$ cat src/rtl/multiplicador_pkg.sv
// Shared types and constants for the shift-add multiplier.
// The optional early-termination path is enabled by MULTIPLICADOR_EARLY_DONE_EN.
package multiplicador_pkg;

  localparam int DEF_N = 4;

  typedef enum logic [1:0] {
    IDLE = 2'd0,
    CALC = 2'd1,
    DONE = 2'd2
  } state_e;

  // Step counter must be able to hold N itself.
  function automatic int cnt_w(input int n);
    return $clog2(n + 1);
  endfunction

endpackage

$ cat src/rtl/multiplicador_ctrl.sv
// Control FSM and step counter for the shift-add multiplier.
// With MULTIPLICADOR_EARLY_DONE_EN, the datapath may cut CALC short via early_i.
module multiplicador_ctrl
  import multiplicador_pkg::*;
#(
  parameter int N = DEF_N
) (
  input  logic                clk,
  input  logic                rst,
`ifdef MULTIPLICADOR_EARLY_DONE_EN
  input  logic                early_i,
  output logic [cnt_w(N)-1:0] cnt_o,
`endif
  input  logic                st_i,
  output logic                load_o,
  output logic                step_o,
  output logic                last_o,
  output logic                idle_o,
  output logic                done_o
);

  localparam int CW = cnt_w(N);

  state_e          state_q, state_d;
  logic [CW-1:0]   cnt_q, cnt_d;

  always_ff @(posedge clk) begin
    if (rst) begin
      state_q <= IDLE;
      cnt_q   <= '0;
    end else begin
      state_q <= state_d;
      cnt_q   <= cnt_d;
    end
  end

  always_comb begin
    state_d = state_q;
    cnt_d   = cnt_q;
    load_o  = 1'b0;
    step_o  = 1'b0;
    last_o  = 1'b0;
    idle_o  = 1'b0;
    done_o  = 1'b0;
    unique case (state_q)
      IDLE: begin
        idle_o = 1'b1;
        if (st_i) begin
          load_o  = 1'b1;
          cnt_d   = '0;
          state_d = CALC;
        end
      end
      CALC: begin
        step_o = 1'b1;
        cnt_d  = cnt_q + 1'b1;
`ifdef MULTIPLICADOR_EARLY_DONE_EN
        last_o = (cnt_q == CW'(N - 1)) || early_i;
`else
        last_o = (cnt_q == CW'(N - 1));
`endif
        if (last_o) state_d = DONE;
      end
      DONE: begin
        done_o  = 1'b1;
        state_d = IDLE;
      end
      default: state_d = IDLE;
    endcase
  end

`ifdef MULTIPLICADOR_EARLY_DONE_EN
  assign cnt_o = cnt_q;
`endif

endmodule

$ cat src/rtl/multiplicador_shift_add.sv
// Sequential unsigned N x N shift-add multiplier, one multiplier bit per clock.
// Define MULTIPLICADOR_EARLY_DONE_EN to finish as soon as the remaining multiplier bits are zero.
module multiplicador_shift_add
  import multiplicador_pkg::*;
#(
  parameter int N = DEF_N
) (
  input  logic           Clk,
  input  logic           Rst,
  input  logic           St,
  input  logic [N-1:0]   Multiplicando,
  input  logic [N-1:0]   Multiplicador,
  output logic           Idle,
  output logic           Done,
  output logic [2*N-1:0] Produto
);

  logic [2*N:0]   acc_q, acc_d, acc_sh;
  logic [N-1:0]   m_q, m_d;
  logic [2*N-1:0] produto_q, produto_d, res;
  logic [N:0]     sum;
  logic           load, step, last;

`ifdef MULTIPLICADOR_EARLY_DONE_EN
  logic                early;
  logic [cnt_w(N)-1:0] cnt;
  logic [2*N:0]        acc_res;
`endif

  multiplicador_ctrl #(.N(N)) u_ctrl (
    .clk     (Clk),
    .rst     (Rst),
`ifdef MULTIPLICADOR_EARLY_DONE_EN
    .early_i (early),
    .cnt_o   (cnt),
`endif
    .st_i    (St),
    .load_o  (load),
    .step_o  (step),
    .last_o  (last),
    .idle_o  (Idle),
    .done_o  (Done)
  );

  // ACC[2N] is zero between steps, so the upper half plus M fits in N+1 bits.
  always_comb begin
    sum    = acc_q[2*N:N] + (acc_q[0] ? {1'b0, m_q} : '0);
    acc_sh = {sum, acc_q[N-1:0]} >> 1;
  end

`ifdef MULTIPLICADOR_EARLY_DONE_EN
  // Unconsumed multiplier bits after this step sit in ACC[N-1-cnt:1].
  always_comb begin
    early = 1'b1;
    for (int i = 1; i < N; i++) begin
      if ((i + int'(cnt)) <= (N - 1) && acc_q[i]) early = 1'b0;
    end
    acc_res = acc_sh >> (N - 1 - int'(cnt));
    res     = acc_res[2*N-1:0];
  end
`else
  assign res = acc_sh[2*N-1:0];
`endif

  always_comb begin
    acc_d     = acc_q;
    m_d       = m_q;
    produto_d = produto_q;
    if (load) begin
      acc_d = {{(N+1){1'b0}}, Multiplicador};
      m_d   = Multiplicando;
    end else if (step) begin
      acc_d = acc_sh;
      if (last) produto_d = res;
    end
  end

  always_ff @(posedge Clk) begin
    if (Rst) begin
      acc_q     <= '0;
      m_q       <= '0;
      produto_q <= '0;
    end else begin
      acc_q     <= acc_d;
      m_q       <= m_d;
      produto_q <= produto_d;
    end
  end

  assign Produto = produto_q;

endmodule

$ cat config.mk
export PLATFORM = sky130hd
export DESIGN_NAME = multiplicador_shift_add
export DESIGN_NICKNAME = d
export VERILOG_FILES = /design/src/rtl/multiplicador_pkg.sv /design/src/rtl/multiplicador_ctrl.sv /design/src/rtl/multiplicador_shift_add.sv
export SDC_FILE = /design/constraint.sdc
export NUM_CORES = 1
export LEC_CHECK = 0
export CAP_MARGIN = 25
export CORE_UTILIZATION = 30
export CTS_BUF_LIST = sky130_fd_sc_hd__clkbuf_4 sky130_fd_sc_hd__clkbuf_8
export DETAILED_ROUTE_END_ITERATION = 6
export PLACE_DENSITY = 0.52
export SLEW_MARGIN = 10
export SYNTH_ARGS = -nofsm -noshare
export SYNTH_HDL_FRONTEND = slang
export SYNTH_SLANG_ARGS = --single-unit
export TNS_END_PERCENT = 100
$ cat constraint.sdc
create_clock -name Clk -period 2.2 [get_ports Clk]
set_input_delay 0.55 -clock Clk [delete_from_list [all_inputs] [get_ports Clk]]
set_output_delay 0.55 -clock Clk [all_outputs]
set_load 0.01 [all_outputs]
== Word-level counts from Yosys, hierarchy flattened ==
Cells that the tools add are included.
W data, S select, Z words.

* Add/subtract/negate cells: 2
* Eq/ne operators: 5
* Reduce and logical (&&, ||, !) cells: 7
* Bitwise operators: 1
* Multiplexer cells: 14

{| class="wikitable"
|+ Operators by type and width
! cell !! number
|-
| $mux W4 || 3
|-
| $mux W1 || 6
|-
| $pmux W3 S2 || 1
|-
| $add A4 B4 Y5 || 1
|-
| $mux W2 || 2
|-
| $pmux W2 S2 || 1
|-
| $reduce_and A2 Y1 || 2
|-
| $reduce_bool A2 Y1 || 2
|-
| $add A3 B1 Y3 const B || 1
|-
| $eq A3 B2 Y1 const B || 1
|-
| $mux W3 || 1
|-
| $reduce_and A3 Y1 || 1
|-
| $eq A2 B1 Y1 const B || 1
|-
| $eq A2 B2 Y1 const B || 1
|-
| $logic_not A2 Y1 || 1
|-
| $ne A2 B1 Y1 const B || 1
|-
| $ne A2 B2 Y1 const B || 1
|-
| $reduce_or A2 Y1 || 1
|-
| $not A1 Y1 || 1
|}

* Output and inout bits: 10
* Word-level logic and storage cells: 35
* Bits in registers: 25
* Input bits: 11

== Depth between registers and ports, before layout ==
* Depth after elaboration: 4
* Depth in mapped cells: 6
* Mapped depth without buffers: 6

== Hierarchy ==
A second synthesis with hierarchy kept.

* Cell total of the unflattened synthesis: 129
* Area, all modules: 1,221.2 µm²

{| class="wikitable"
|+ By module, submodules not included
! module !! cells an instance !! area an instance (µm²) !! times used !! sequential area each (µm²)
|-
| multiplicador_shift_add || 103 || 959.7 || 1 || 400.4
|-
| multiplicador_ctrl || 26 || 261.5 || 1 || 100.1
|}

== Worst setup path after synthesis ==
No wires, ideal clock.

* Path type: register to register
* Start: register acc_q[0]
* End: register acc_q[5]
* Slack: 0.558 ns
* Buffers on the path: 0
* Cell stages (with the launch flop): 6
* Arrival: 1.543 ns
* Required time: 2.100 ns
* Clock period less this slack: 1.642 ns
* Library setup time: 0.100 ns
* Cells stage by stage: dfxtp_1 and2_1 ha_1 fa_1 xnor2_1 a2111oi_4

* Longest elaborated chain between the ends: 2

{| class="wikitable"
|+ RTL lines
! item !! line !! RTL
|-
| start: declaration || multiplicador_shift_add.sv:18 || <nowiki>logic [2*N:0] acc_q, acc_d, acc_sh;</nowiki>
|-
| start signal: assignment || multiplicador_shift_add.sv:80 || <nowiki>acc_q <= '0;</nowiki>
|-
| start signal: assignment || multiplicador_shift_add.sv:84 || <nowiki>acc_q <= acc_d;</nowiki>
|-
| $mux W4 || multiplicador_shift_add.sv:47 || <nowiki>sum = acc_q[2*N:N] + (acc_q[0] ? {1'b0, m_q} : '0);</nowiki>
|-
| $add A4 B4 Y5 || multiplicador_shift_add.sv:47 ||
|}

No other way between the ends.
A chain may end at the register's enable or synchronous reset.

== Final worst setup path ==
* Start: register u_ctrl.state_q[1]
* End: output Done

* Longest elaborated chain between the ends: 2

{| class="wikitable"
|+ RTL lines
! item !! line !! RTL
|-
| start: declaration || multiplicador_ctrl.sv:24 || <nowiki>state_e state_q, state_d;</nowiki>
|-
| start signal: assignment || multiplicador_ctrl.sv:32 || <nowiki>state_q <= state_d;</nowiki>
|-
| $eq A2 B2 Y1 || multiplicador_ctrl.sv:45 || <nowiki>unique case (state_q)</nowiki>
|-
| $mux W1 || multiplicador_ctrl.sv:45 ||
|-
| end: declaration || multiplicador_shift_add.sv:14 || <nowiki>output logic Done,</nowiki>
|}

No other way between the ends.

==> results.md <==
- Diodes inserted: 0
- Clk sinks: 25
- Clock buffer depth: 2
- Reg clk slew, reported paths: ~0.09 ns
- Hold Fails Final Rpt: 0
- Drt via density: 4.75
- Total gr overflow: 0
- HPWL after DPL: 1780 um
- CP max stage delay: approximately 0.54 ns
- Pre-Repair DR Iteration Count: 4
- Setup crit end: Done
- Final ANT Viol Nets: 0
- Synth Area in Compound Gates: 0.181
- Post-synth EDFFs: 0
- Final Power: roughly 0.87 mW
- TritonCTS clock tree: done
- Total GRT Usage: 0.121
- Die Width: 65.5 um
- Required time worst endpoint: between 1.5 and 2 ns
- Post-route DRC: 0
- H-Tree Depth: 1
- Worst setup path start: u_ctrl.state_q[1]$_SDFFE_PP0P_
- Via Count: 927
- Simple-Gate Fraction of Synth Area: 0.246
- # IOs: 21
- Synth Warn #: 0
- Layout area overhead: 22.0%
- Worst-case clock skew: 0.00151 ns
- Initial antenna violation count: 0
- R2r setup slk: 0.43 ns
- Final min period: 2.04 ns
- Post-CTS resize count: 0
- Seq/Total Area, Yosys: 0.414
- Top cell type's share of synthesized area: 0.414
- Post-Synthesis Cells: 128
- RR Endpoint: acc_q[7]$_SDFFE_PP0P_
- Slowest CP cell: clkdlybuf4s50_1
- Initial DRC Count: 41
- Setup WS pre-CTS: 0.311 ns
- Final Slew Violations: 0
- Std-Cell Rows: 22
- Outcome: finished clean
- Worst endpoint data arrival time: 1.49 ns
- Clock Latency Late Sink: 0.27 ns
- Top cell type by total area after synthesis: dfxtp_1
- Core Region: around 0.0038 mm2
- Root Driver: clkbuf_8
- Post-synthesis adder-cell area fraction: 0.0786
- Die Y: 65.5 um
- Initial Util: 0.321
- Fin area: 0.00148 mm2
- RR Startpoint: acc_q[0]$_SDFFE_PP0P_
- Post-synth net total: 146
- Largest cells by area after synthesis: dfxtp_1, nand2_1, a21oi_1
- PortBufs: 20
- Proportion of synthesized area in mux cells: 0.0165
- Largest family of logic cells by synthesized area: simple AND/OR/NAND/NOR gates
- Largest net degree at the start of global routing: 16
- Worst-path fanout max: 9
- Most common cell in the netlist: dfxtp_1
- WHS: 0.460 ns
- Final GP Congestion: 0.733
- Pleak: 0.566 nW
- Area after DPL: 0.00143 mm2
- WS Path Type: reg2out
- CTS Buf Count: 3
- XOR/XNOR share of the synthesized area: 0.00724
- R2R depth: 6
- Final period util: 0.927
- Crit-path cells: nor2b_1, clkdlybuf4s50_1
- #FFs+latches synth: 25
- First-pass GRT wire length: ~4000 um
- # setup viols final: 0
- Share of cells above drive strength 1: 0.102
- Worst slew pin tran: roughly 0.48 ns
- Synth Flop Type: dfxtp_1
- HP Class: reg2reg
- Die area: 0.00429 mm2
- Max-Cap Viols: 0
- RSZ-0062 raised after global routing: false
- Average cell area after synthesis: ~9.5 um2
- Peak Freq: 0.490 GHz
- Distinct cell type count after synthesis: 37
- Post-Synthesis Cell Area: around 0.0012 mm2
- PD cells: 589 mW/mm2
- # nets final: 166
- Fin Setup TNS: 0 ns
- Post-CTS Hold Fix Bufs: 0
- Crit. End Element: primary output
- Wire per inst: 12.2 um
- Async SR Flop Fraction: 0
- Max-slew headroom: 0.676
- Critical Path Start Type: flop
- Number of global-route vias before repair: 850
- VDD IR max: 0.234 mV
- Final wirelength: 2390 um
- Post-CTS Setup Bufs: 0
- Post-route setup slack: 0.160 ns
- Post-synth top cells: dfxtp_1, nand2_1, a21oi_1, ha_1, nor2_1
[registers in the layout, summed over array words and instances, names as in the netlist]
signal          cells
Produto             8
acc_q               8
m_q                 4
u_ctrl.state_q      2
u_ctrl.cnt_q        3
[cells by family after synthesis]
group,Yosys count
AOI/OAI and AO/OA,30
xor gates and xnor gates,1
adders and majority gates,7
buffers and inverters,9
DFF,25
muxes,2
and+or+nand+nor,54
[per-stage QoR]
stage,utilization,instances
3_3_place_gp,0.379,191
3_5_place_dp,0.379,191
6_report,0.392,195
5_1_grt,0.392,195
4_1_cts,0.392,195
2_1_floorplan,-,128
[area by class of cell]
cell class,count,area [um2]
clock buffers,3,41.3
clock inverters,1,7.51
fillers,382,2290
inverters,1,3.75
multi-input cells,94,641
flip-flops and latches,25,500
well taps,48,60.1
repair buffers,23,223
[routing by layer]
layer / global-route usage / part of all wire
met5: 0 / 0
met4: 0.0489 / 0
met3: 0.0208 / 0.018
met2: 0.192 / 0.48
met1: 0.160 / 0.51
[worst max-delay path: cells and delay by family (launching register included)]
kind,cells,cell delay [ns]
buf+inv,1,0.54
flops,1,0.51
simple gates,1,0.18
[power by group]
| group | switching [mW] | internal (mW) | leakage (nW) |
|---|---|---|---|
| clock | 0.156 | 0.128 | 0.0217 |
| combinational | 0.0535 | 0.0504 | 0.341 |
| sequential | 0.0134 | 0.468 | 0.203 |
| total | 0.223 | 0.647 | 0.566 |
[worst min path at each step]
stage,startpoint,cells after the start,end,slack (ns)
CTS,Produto[4]$_SDFFE_PP0P_,2,Produto[4]$_SDFFE_PP0P_,0.46
global route,m_q[3]$_SDFFE_PP0P_,2,m_q[3]$_SDFFE_PP0P_,0.48
global placement,Produto[3]$_SDFFE_PP0P_,2,Produto[3]$_SDFFE_PP0P_,0.45
detailed placement,Produto[4]$_SDFFE_PP0P_,2,Produto[4]$_SDFFE_PP0P_,0.45
floorplan,m_q[0]$_SDFFE_PP0P_,2,m_q[0]$_SDFFE_PP0P_,0.43
finish,Produto[4]$_SDFFE_PP0P_,2,Produto[4]$_SDFFE_PP0P_,0.46
[cell usage in the layout (no fill, tap or decap), types with 3 or more instances in the layout]
master / n
dfxtp_1: 25
nand2_1: 23
a21oi_1: 17
a22oi_1: 4
ha_1: 6
nor2_1: 6
buf_4: 3
nand3_1: 5
clkbuf_8: 3
and2_1: 4
clkdlybuf4s50_1: 20
Power figures use the tool's default switching activity.
